<file path="config.mk">
export PLATFORM = sky130hd
export DESIGN_NAME = led_pattern_gen
export DESIGN_NICKNAME = d
export VERILOG_FILES = /design/src/rtl/led_pattern_gen.sv
export SDC_FILE = /design/constraint.sdc
export NUM_CORES = 1
export LEC_CHECK = 0
export ABC_AREA = 0
export CORE_AREA = 2 2 134 136
export DETAILED_ROUTE_END_ITERATION = 8
export DIE_AREA = 0 0 136 138
export PLACE_DENSITY = 0.52
export SLEW_MARGIN = 20
export SYNTH_ARGS = -nofsm -noshare
export SYNTH_HDL_FRONTEND = slang
export SYNTH_SLANG_ARGS = --single-unit
</file>
<file path="constraint.sdc">
create_clock -name clk -period 5.5 [get_ports clk]
set_input_delay 0.55 -clock clk [delete_from_list [all_inputs] [get_ports clk]]
set_output_delay 0.55 -clock clk [all_outputs]
set_load 0.01 [all_outputs]
</file>
<file path="src/rtl/led_pattern_gen.sv">
// LED pattern generator: N-bit LED bank stepped by a programmable prescaler.
// Four run-time patterns (SCAN, BOUNCE, FILL, TRAIL), with pause, restart
// on mode change and a one-cycle pulse when each full pattern completes.
module led_pattern_gen #(
    parameter int unsigned N   = 26,
    parameter int unsigned DIV = 50000000,
    localparam int unsigned PW = $clog2(N),
    localparam int unsigned CW = (DIV > 1) ? $clog2(DIV) : 1
) (
    input  logic          clk,
    input  logic          rst_n,
    input  logic          en,
    input  logic [1:0]    mode,
    output logic [N-1:0]  leds,
    output logic [PW-1:0] pos,
    output logic          cycle_done
);

    typedef enum logic [1:0] {
        M_SCAN   = 2'd0,
        M_BOUNCE = 2'd1,
        M_FILL   = 2'd2,
        M_TRAIL  = 2'd3
    } mode_e;

    typedef enum logic {
        PH_FWD  = 1'b0,
        PH_BACK = 1'b1
    } phase_e;

    localparam logic DIR_UP   = 1'b0;
    localparam logic DIR_DOWN = 1'b1;

    localparam logic [CW-1:0] PRESC_LAST = CW'(DIV - 1);
    localparam logic [PW-1:0] POS_LAST   = PW'(N - 1);
    localparam logic [PW-1:0] POS_PENULT = PW'(N - 2);

    logic [CW-1:0] presc_q, presc_d;
    logic [PW-1:0] pos_q, pos_d;
    logic          dir_q, dir_d;
    phase_e        phase_q, phase_d;
    logic          empty_q, empty_d;
    logic [N-1:0]  leds_q, leds_d;
    logic          cycle_done_q, cycle_done_d;
    mode_e         mode_q, mode_d;
    logic          tick_c;

    // Single LED at position p
    function automatic logic [N-1:0] onehot(input logic [PW-1:0] p);
        return N'(1) << p;
    endfunction

    // Bits [p:0] set
    function automatic logic [N-1:0] therm(input logic [PW-1:0] p);
        logic [N-1:0] oh;
        oh = onehot(p);
        return (oh << 1) - N'(1);
    endfunction

    // Bits [N-1:p] set
    function automatic logic [N-1:0] upper(input logic [PW-1:0] p);
        return ~(onehot(p) - N'(1));
    endfunction

    // State register; reset also captures the current mode so no restart follows
    always_ff @(posedge clk) begin
        if (!rst_n) begin
            presc_q      <= '0;
            pos_q        <= '0;
            dir_q        <= DIR_UP;
            phase_q      <= PH_FWD;
            empty_q      <= 1'b0;
            leds_q       <= N'(1);
            cycle_done_q <= 1'b0;
            mode_q       <= mode_e'(mode);
        end else begin
            presc_q      <= presc_d;
            pos_q        <= pos_d;
            dir_q        <= dir_d;
            phase_q      <= phase_d;
            empty_q      <= empty_d;
            leds_q       <= leds_d;
            cycle_done_q <= cycle_done_d;
            mode_q       <= mode_d;
        end
    end

    // Prescaler, restart and per-pattern step logic
    always_comb begin
        presc_d      = presc_q;
        pos_d        = pos_q;
        dir_d        = dir_q;
        phase_d      = phase_q;
        empty_d      = empty_q;
        leds_d       = leds_q;
        cycle_done_d = 1'b0;
        mode_d       = mode_q;
        tick_c       = en && (presc_q == PRESC_LAST);

        if (mode != mode_q) begin
            // Restart wins over both pause and tick
            mode_d  = mode_e'(mode);
            presc_d = '0;
            pos_d   = '0;
            dir_d   = DIR_UP;
            phase_d = PH_FWD;
            empty_d = 1'b0;
            leds_d  = N'(1);
        end else if (en) begin
            presc_d = (presc_q == PRESC_LAST) ? '0 : presc_q + CW'(1);
            if (tick_c) begin
                case (mode_q)
                    M_SCAN: begin
                        if (pos_q == POS_LAST) begin
                            pos_d        = '0;
                            cycle_done_d = 1'b1;
                        end else begin
                            pos_d = pos_q + PW'(1);
                        end
                        leds_d = onehot(pos_d);
                    end
                    M_BOUNCE: begin
                        if (dir_q == DIR_UP) begin
                            if (pos_q == POS_LAST) begin
                                dir_d        = DIR_DOWN;
                                pos_d        = POS_PENULT;
                                // With N=2 the turnaround step lands on 0
                                cycle_done_d = (POS_PENULT == '0);
                            end else begin
                                pos_d = pos_q + PW'(1);
                            end
                        end else begin
                            if (pos_q == '0) begin
                                dir_d = DIR_UP;
                                pos_d = PW'(1);
                            end else begin
                                pos_d        = pos_q - PW'(1);
                                cycle_done_d = (pos_q == PW'(1));
                            end
                        end
                        leds_d = onehot(pos_d);
                    end
                    M_FILL: begin
                        if (empty_q) begin
                            empty_d = 1'b0;
                            pos_d   = '0;
                            leds_d  = N'(1);
                        end else if (pos_q == POS_LAST) begin
                            empty_d      = 1'b1;
                            pos_d        = '0;
                            leds_d       = '0;
                            cycle_done_d = 1'b1;
                        end else begin
                            pos_d  = pos_q + PW'(1);
                            leds_d = therm(pos_d);
                        end
                    end
                    M_TRAIL: begin
                        if (phase_q == PH_FWD) begin
                            if (pos_q == POS_LAST) begin
                                phase_d = PH_BACK;
                                pos_d   = POS_PENULT;
                                leds_d  = upper(pos_d);
                            end else begin
                                pos_d  = pos_q + PW'(1);
                                leds_d = onehot(pos_d);
                            end
                        end else begin
                            if (pos_q == '0) begin
                                phase_d      = PH_FWD;
                                pos_d        = '0;
                                leds_d       = N'(1);
                                cycle_done_d = 1'b1;
                            end else begin
                                pos_d  = pos_q - PW'(1);
                                leds_d = upper(pos_d);
                            end
                        end
                    end
                endcase
            end
        end
    end

    assign leds       = leds_q;
    assign pos        = pos_q;
    assign cycle_done = cycle_done_q;

endmodule

</file>
==> results.txt, run 1 <==
- Run status: complete, no violations
- Maximum clock frequency: around 240 MHz
- Max-cap violations: 0
- Synthesized netlist net count: between 800 and 900
* Leading area contributor after synthesis: sky130_fd_sc_hd__dfxtp_1
- Combinational logic is responsible for ~5.2% of the overall power.
* Final worst path period share: 75.2%
- Min cycle time layout: roughly 4100 ps
- The min-delay analysis places its worst path in the category flip-flop to flip-flop.
- For this design, the sink count on the clock tree is 63.
* Maximum clock path buffer count: 2
- Detailed-router iteration count before antenna repair: 6
* Kind of launch point of the worst setup path: flip-flop
* Clock Root Buffer: sky130_fd_sc_hd__clkbuf_16
- The detail route stage leaves a number of antenna-violating nets equal to 0.
- Counting stages on the worst path, the most repeated cell is sky130_fd_sc_hd__a21oi_1.
* Final non-filler cell area: approximately 6700 um^2
- For this design, the slowest cell found on the critical path is sky130_fd_sc_hd__ha_1.
- Worst stage delay on the critical path: roughly 680 ps
- After synthesis, the netlist uses 99 different library cells.
- The final-report max-slew violation count came to 0.
* Portion of the post-synthesis area used by sequential elements: a little over a fifth
- Internal power comes to about 0.79 mW.
- The completed layout was analyzed and its total power is 1.07 mW.
* Setup-failing EPs final: 0
- Category of cells accounting for the largest share of critical-path delay: compound AO/OA/AOI/OAI gates
- Pin count of the biggest net entering global routing: between 40 and 50
* Setup Slack @ Placement: between 1000 and 1500 ps
* Number of cells upsized or downsized after cts: 0
- In this run the worst setup path begins at pos[1].
- Setup total negative slack on the finished layout was measured at 0 ps.
- Placement Cell Area: between 6000 and 7000 um^2
- Row cnt: between 40 and 50
- Start of the worst register-to-register path: pos[1]
- Total track usage: 23.7%
- The initial utilization of the core area, before any placement, comes to between 30% and 40%.
* Fin Hold WS: approximately 490 ps
- Net Sw Power: roughly 0.29 mW
- The number of antenna diodes in the final layout is 0.
- After detailed routing, the total wire length is ~22,000 um.
- Proportion of layout cells with a drive suffix above 1: 7.62%
* Number of instances in the placed design: 1,040
* CTS tree: yes
- The setup check on the worst reg-to-reg path leaves a slack of about 1400 ps.
- The count of buffers added on input and output ports is 36.
- Sorting the synthesized cells by how often they occur yields sky130_fd_sc_hd__nor2_1, sky130_fd_sc_hd__nand2_1, sky130_fd_sc_hd__dfxtp_1, sky130_fd_sc_hd__o21ai_0, sky130_fd_sc_hd__a21oi_1.
- Post-Route Utilization: 38.3%
* Die height: around 140 um
* CTS clk-pin slew, worst paths: ~60 ps
* Net count of the finished layout: 840
- Pin placement for this block handled 37 I/O pins.
* Primary FF master, synth: sky130_fd_sc_hd__dfxtp_1
- Power spread over the standard cell area amounts to approximately 160 nW/um^2.
* Global placer's final weighted congestion: 0.923
- The synthesized design contains 2 enable-type register cells.
- Cell count along the critical path: 12
- Vias in the first global route: 5,906
* Final routed DRC violation total: 0
- Unrepaired setup endpoints after global routing: no
* Leading cell types by total area after synthesis: sky130_fd_sc_hd__dfxtp_1, sky130_fd_sc_hd__nor2_1, sky130_fd_sc_hd__o21ai_0
* Type of the worst setup path: flip-flop to flip-flop
- Per report_power, the sequential group accounts for around 44% of the total.
* Fraction of power spent switching nets: roughly a quarter
* Residual overflow from global routing: 0
- Share of async-settable or async-resettable flops after synthesis: 0%
- Among all cell types in the netlist, the one instantiated most often is sky130_fd_sc_hd__nor2_1.
- Overall die area: 18,800 um^2
- Post-route setup slack: around 1400 ps
- The worst register-to-register path ends at leds[10].
- Cell Count, Final, Fillers Out: 1,056
- Part of the power in the clock network: about 51%
- The worst setup path is captured at a flip-flop.
- Summed over its instances, the top area cell type makes up around a fifth of the synthesized netlist area.
* Number of buffers inserted by post-CTS setup repair: 0
* CTS Hold Buffers Added: 0
* Global Route met2 Usage: between 30% and 40%
- The floorplan step set the die width to ~140 um.
- Floorplan core area: 17,500 um^2
- Max-Slew Margin vs Limit: roughly 42%
- In the global route stage, met3 resource usage came out at approximately 5%.
- Number of antenna violations at the first check in global routing: 0
- Walking the worst path, the cells encountered are inv_1, ha_1, nand2b_1, a2111o_1, a21oi_1, nand2_1, ha_1, o2111ai_4, mux2_2, a21oi_1, o21ai_0, a21oi_1.
* Synthesis Warnings: 0
- In this run, the number of DRC markers left after iteration 0 of detailed routing was between 700 and 800.
- Counting the buffers created by CTS gives 9.
* Lkg Pwr: around 2.2 nW
- Dividing the synthesized area by the synthesized cell count gives roughly 7.3 um^2.
* Mean routed wirelength per cell: 20.8 um
* Required time reported for the critical path endpoint: a little under 6000 ps
- Syn-to-layout area delta: 13.4%
* Source-to-sink clock delay at the later pin of the worst-skew pair: ~350 ps
* Number of flip-flops and latches in the synthesized netlist: 63
- Following the worst setup path forward leads to its endpoint at leds[10].
- Via count: approximately 6.4k
- Worst vdd rail ir drop: 0.128 mV
- The H-tree was split into 3 levels.
- The cell count after synthesis came out at just over 800.
- The first global-routing pass estimated between 30,000 and 40,000 um of wire.
* Worst endpoint data arrival time: approximately 4400 ps
* Met1 Track Usage GR: approximately a third
- Along the worst path, the maximum fanout reaches 22.
- Layer with the highest usage: met2
- Clock skew on the completed layout was measured at about 5.0 ps.
- Measured in cells, the most critical reg-to-reg path has a length of 12.
- Counting both buffers and inverters, the worst setup path holds a total of 1.
* Pin slew with the least headroom to its limit: approximately 860 ps
- After legalization and detailed placement, the total HPWL measured 16,200 um.
- Count of endpoints failing hold in the final timing report: 0
- After synthesis the cells add up to slightly below 6000 um^2.
- Using the TritonRoute via totals, the vias-per-cell ratio works out to just over 6.
-- kinds of logic after synthesis --
family	synth area share (%)
flip-flops	21.7
AND/OR/NAND/NOR	28.3
multiplexers	2.16
XOR/XNOR	8.71
AO/OA/AOI/OAI	30.6
adder cells (fa/ha/maj)	2.75
buffers and inverters	5.86
-- routing by layer --
metal,part of all wire [%],vias up
met2,44,340
met3,8.7,41
li1,-,3033
met1,45,3013
met5,0,-
met4,2.8,0
-- layout by cell type (no fill, tap or decap), types with 12 or more instances in the layout --
master,netlist,final
sky130_fd_sc_hd__ha_1,13,13
sky130_fd_sc_hd__nor3_1,30,30
sky130_fd_sc_hd__nand4_1,12,12
sky130_fd_sc_hd__nor2_1,100,100
sky130_fd_sc_hd__buf_4,3,21
sky130_fd_sc_hd__a211oi_1,12,12
sky130_fd_sc_hd__dfxtp_1,61,61
sky130_fd_sc_hd__xnor2_1,23,23
sky130_fd_sc_hd__xor2_1,34,34
sky130_fd_sc_hd__a21oi_1,50,50
sky130_fd_sc_hd__nand3_1,31,31
sky130_fd_sc_hd__nand2_1,70,70
sky130_fd_sc_hd__o21ai_0,61,61
sky130_fd_sc_hd__nand2b_1,13,13
sky130_fd_sc_hd__clkdlybuf4s50_1,0,36
-- tightest hold or removal path: cells and delay by family (launching register included) --
| kind | cells | cell delay, ps |
|---|---|---|
| flops | 1 | 310 |
| compound gates | 2 | 130 |
-- cell type report --
class	count	area, um^2
clock inverter	7	55.1
fill	1915	10800
multi-input combinational	676	4290
clock buffer	9	225
inverter	15	56.3
tap	229	287
timing repair buffer	57	518
sequential	63	1280
-- flip-flops by register name, indices dropped and copies added (netlist names) --
name,count
cycle_done,1
dir_q,1
empty_q,1
leds,26
mode_q,2
phase_q,1
pos,5
presc_q,26
-- how the worst min path moves through the flow --
stage                           from    endpoint  slack, ps  depth (start not counted)
after floorplan           presc_q[6]  presc_q[6]        460                          2
after global placement    presc_q[6]  presc_q[6]        480                          2
after detailed placement  presc_q[6]  presc_q[6]        480                          2
after CTS                 presc_q[6]  presc_q[6]        490                          2
after global routing      presc_q[6]  presc_q[6]        520                          2
final                     presc_q[6]  presc_q[6]        490                          2
-- power by group through the flow --
stage               registers [mW]  clock network, mW  logic, mW
floorplan                    0.472                  0     0.0397
global placement             0.478                  0     0.0556
detailed placement           0.478                  0     0.0550
CTS                          0.468              0.564     0.0551
global route                 0.469              0.583     0.0607
finish                       0.468              0.549     0.0556
No activity file was read; power rests on OpenSTA's default activity.
==> inputs of run 2 (changes only) <==
Settings changed: PLACE_DENSITY 0.52 to 0.54.
Clock period 5.5 ns to 3.5 ns, I/O delays scaled along.
==> results.txt, run 2 (synthesis results as in run 1) <==
- Min cycle time layout: ~3200 ps
* Max-cap violations: 0
- Run status: complete, no violations
* Final worst path period share: between 90 and 100%
* Number of cells on the worst hold path: 2
* Total track usage: 25.0%
- Antenna Violating Nets Remaining: 0
- Dividing the detail-routed wire length by the instance count gives approximately 21 um.
- The number of global-route vias before repair is between 6k and 7k.
- The number of gates resized after CTS was 0.
* Highest-count cells in the layout ignoring fill and taps: sky130_fd_sc_hd__nor2_1, sky130_fd_sc_hd__nand2_1, sky130_fd_sc_hd__o21ai_0
- In this run the number of H-tree levels came out at 3.
- Die height: 138 um
* Unrepaired setup endpoints after global routing: no
- Row cnt: 49
- The worst setup path is captured at a flip-flop.
- Max-Slew Margin vs Limit: 41.6%
* Cell Count, Final, Fillers Out: 1,096
- Lkg Pwr: 2.42 nW
- Data on the critical path arrives at its endpoint at roughly 3500 ps.
* Maximum clock path buffer count: 2
- Of the cells placed in the final design, the portion with a size suffix greater than 1 is ~12%.
- Counting every sink on the clock net gives 63.
- 0 antenna diodes ended up in the layout.
* Overall die area: between 15,000 and 20,000 um^2
* Source-to-sink clock delay at the later pin of the worst-skew pair: roughly 350 ps
* First-pass GRT wire length: about 36,000 um
- Horizontal extent of the die: about 140 um
* Syn-to-layout area delta: 20.7%
- Clock skew on the completed layout was measured at approximately 13 ps.
* Class of the tightest hold or removal check: flip-flop to flip-flop
* Number of instances in the placed design: around 1.1k
* Total negative slack: 0 ps
- After detailed routing, the total wire length is 23,500 um.
- The number of clock buffers added by TritonCTS is 9.
- Starting utilization of the core area: between 30% and 40%
- The final route contains around 6.6k vias.
* Required time reported for the critical path endpoint: about 3700 ps
* Vias per cell: 6.05
- Fin Hold WS: between 400 and 500 ps
- Once the clock tree was built, the setup fixing pass inserted 0 buffers.
- Critical path fanouts, max: 8
- Setup-failing EPs final: 0
- Count of endpoints failing hold in the final timing report: 0
- Floorplan core area: about 18,000 um^2
- Entering global routing, the biggest net connects 37 pins.
- TritonCTS built the clock tree.
- In this run the power density over the cells is 258 nW/um^2.
* Fill cell instance count of the final layout: 1,874
* Detailed-router iteration count before antenna repair: 6
- Number of buffer cells added on primary ports: 36
- The worst setup path is of the flip-flop to flip-flop kind.
* Worst vdd rail ir drop: between 0.2 and 0.25 mV
* Depth of the worst register-to-register path: 11
* Final routed DRC violation total: 0
* Final Slew Violations: 0
- 37 I/O pins were placed.
- After clock tree synthesis, the clock-pin slew on the worst setup and hold paths is 70 ps.
- Residual overflow from global routing: 0
* Leading cell type in the layout, fill and taps excluded: sky130_fd_sc_hd__nor2_1
- The initial antenna violation count came to 1.
- CTS Hold Buffers Added: 0
- Global placer's final weighted congestion: between 0.9 and 1
- At the pin with the least slew margin, the transition time is 873 ps.
* Dpl hpwl: about 17,000 um
- The tree is rooted in a sky130_fd_sc_hd__clkbuf_16.
* Kind of launch point of the worst setup path: flip-flop
- DRT iter0 DRCs: approximately 900
- Maximum clock frequency: 309 MHz
* Net count of the finished layout: 880
==> run 2: changes by cell type in the layout (fill, tap and decap cells not counted), sizes merged <==
cell / delta
clkinv: -2
inv: -1
bufinv: +2
clkbuf: +1
buf: +40
==> run 2: through the flow <==
step	setup slack [ps]	power (mW)	utilization [%]	instance area, um^2
6_report	268	1.84	40.7	7140
5_1_grt	15.0	1.90	40.7	7140
4_1_cts	246	1.86	40.7	7140
3_5_place_dp	283	0.846	38.9	6820
3_3_place_gp	428	0.847	38.9	6820
2_1_floorplan	48.1	0.804	-	5940
==> run 2: routing by layer <==
metal  part of all wire (%)  wire length [um]  track usage [%]  vias to the layer above
li1                       -                 -                -                     3122
met1                     45             10500             35.6                     3080
met2                     42              9750             35.2                      364
met3                    9.5              2220             6.23                       64
met4                    4.2               996             11.5                        0
met5                      0                 0                0                        -
==> run 2: worst paths after layout <==
check	start	end	slack, ps
hold reg to reg	presc_q[6]	presc_q[6]	490
setup / recovery	pos[0]	leds[6]	270
setup reg to reg	pos[0]	leds[6]	270
hold / removal	presc_q[6]	presc_q[6]	490
==> run 2: cell type report <==
type / count / area [um^2] / area share (%)
clock buffer: 10 / 229 / 3.21
clock inverter: 6 / 92.6 / 1.30
inverter: 15 / 56.3 / 0.788
multi-input combinational: 676 / 4300 / 60.2
sequential: 63 / 1280 / 18.0
tap: 229 / 287 / 4.01
timing repair buffer: 97 / 893 / 12.5
==> run 2: critical path, cell delays in order (launching register included) <==
cell                       delay [ps]
sky130_fd_sc_hd__dfxtp_2          340
sky130_fd_sc_hd__inv_1            140
sky130_fd_sc_hd__ha_1             240
sky130_fd_sc_hd__nand2b_1         170
sky130_fd_sc_hd__a2111o_1         500
sky130_fd_sc_hd__a21oi_1          250
sky130_fd_sc_hd__nand2_1          130
sky130_fd_sc_hd__ha_1             310
sky130_fd_sc_hd__a311oi_1         460
sky130_fd_sc_hd__o31ai_1          150
sky130_fd_sc_hd__a211oi_1         320
sky130_fd_sc_hd__nor3_1            80
==> run 2: power by group <==
group          switching [mW]  total, mW  leakage [nW]  internal (mW)
clock                   0.380       1.01         0.158          0.630
sequential            0.00353      0.727         0.513          0.724
combinational          0.0737      0.106          1.75         0.0322
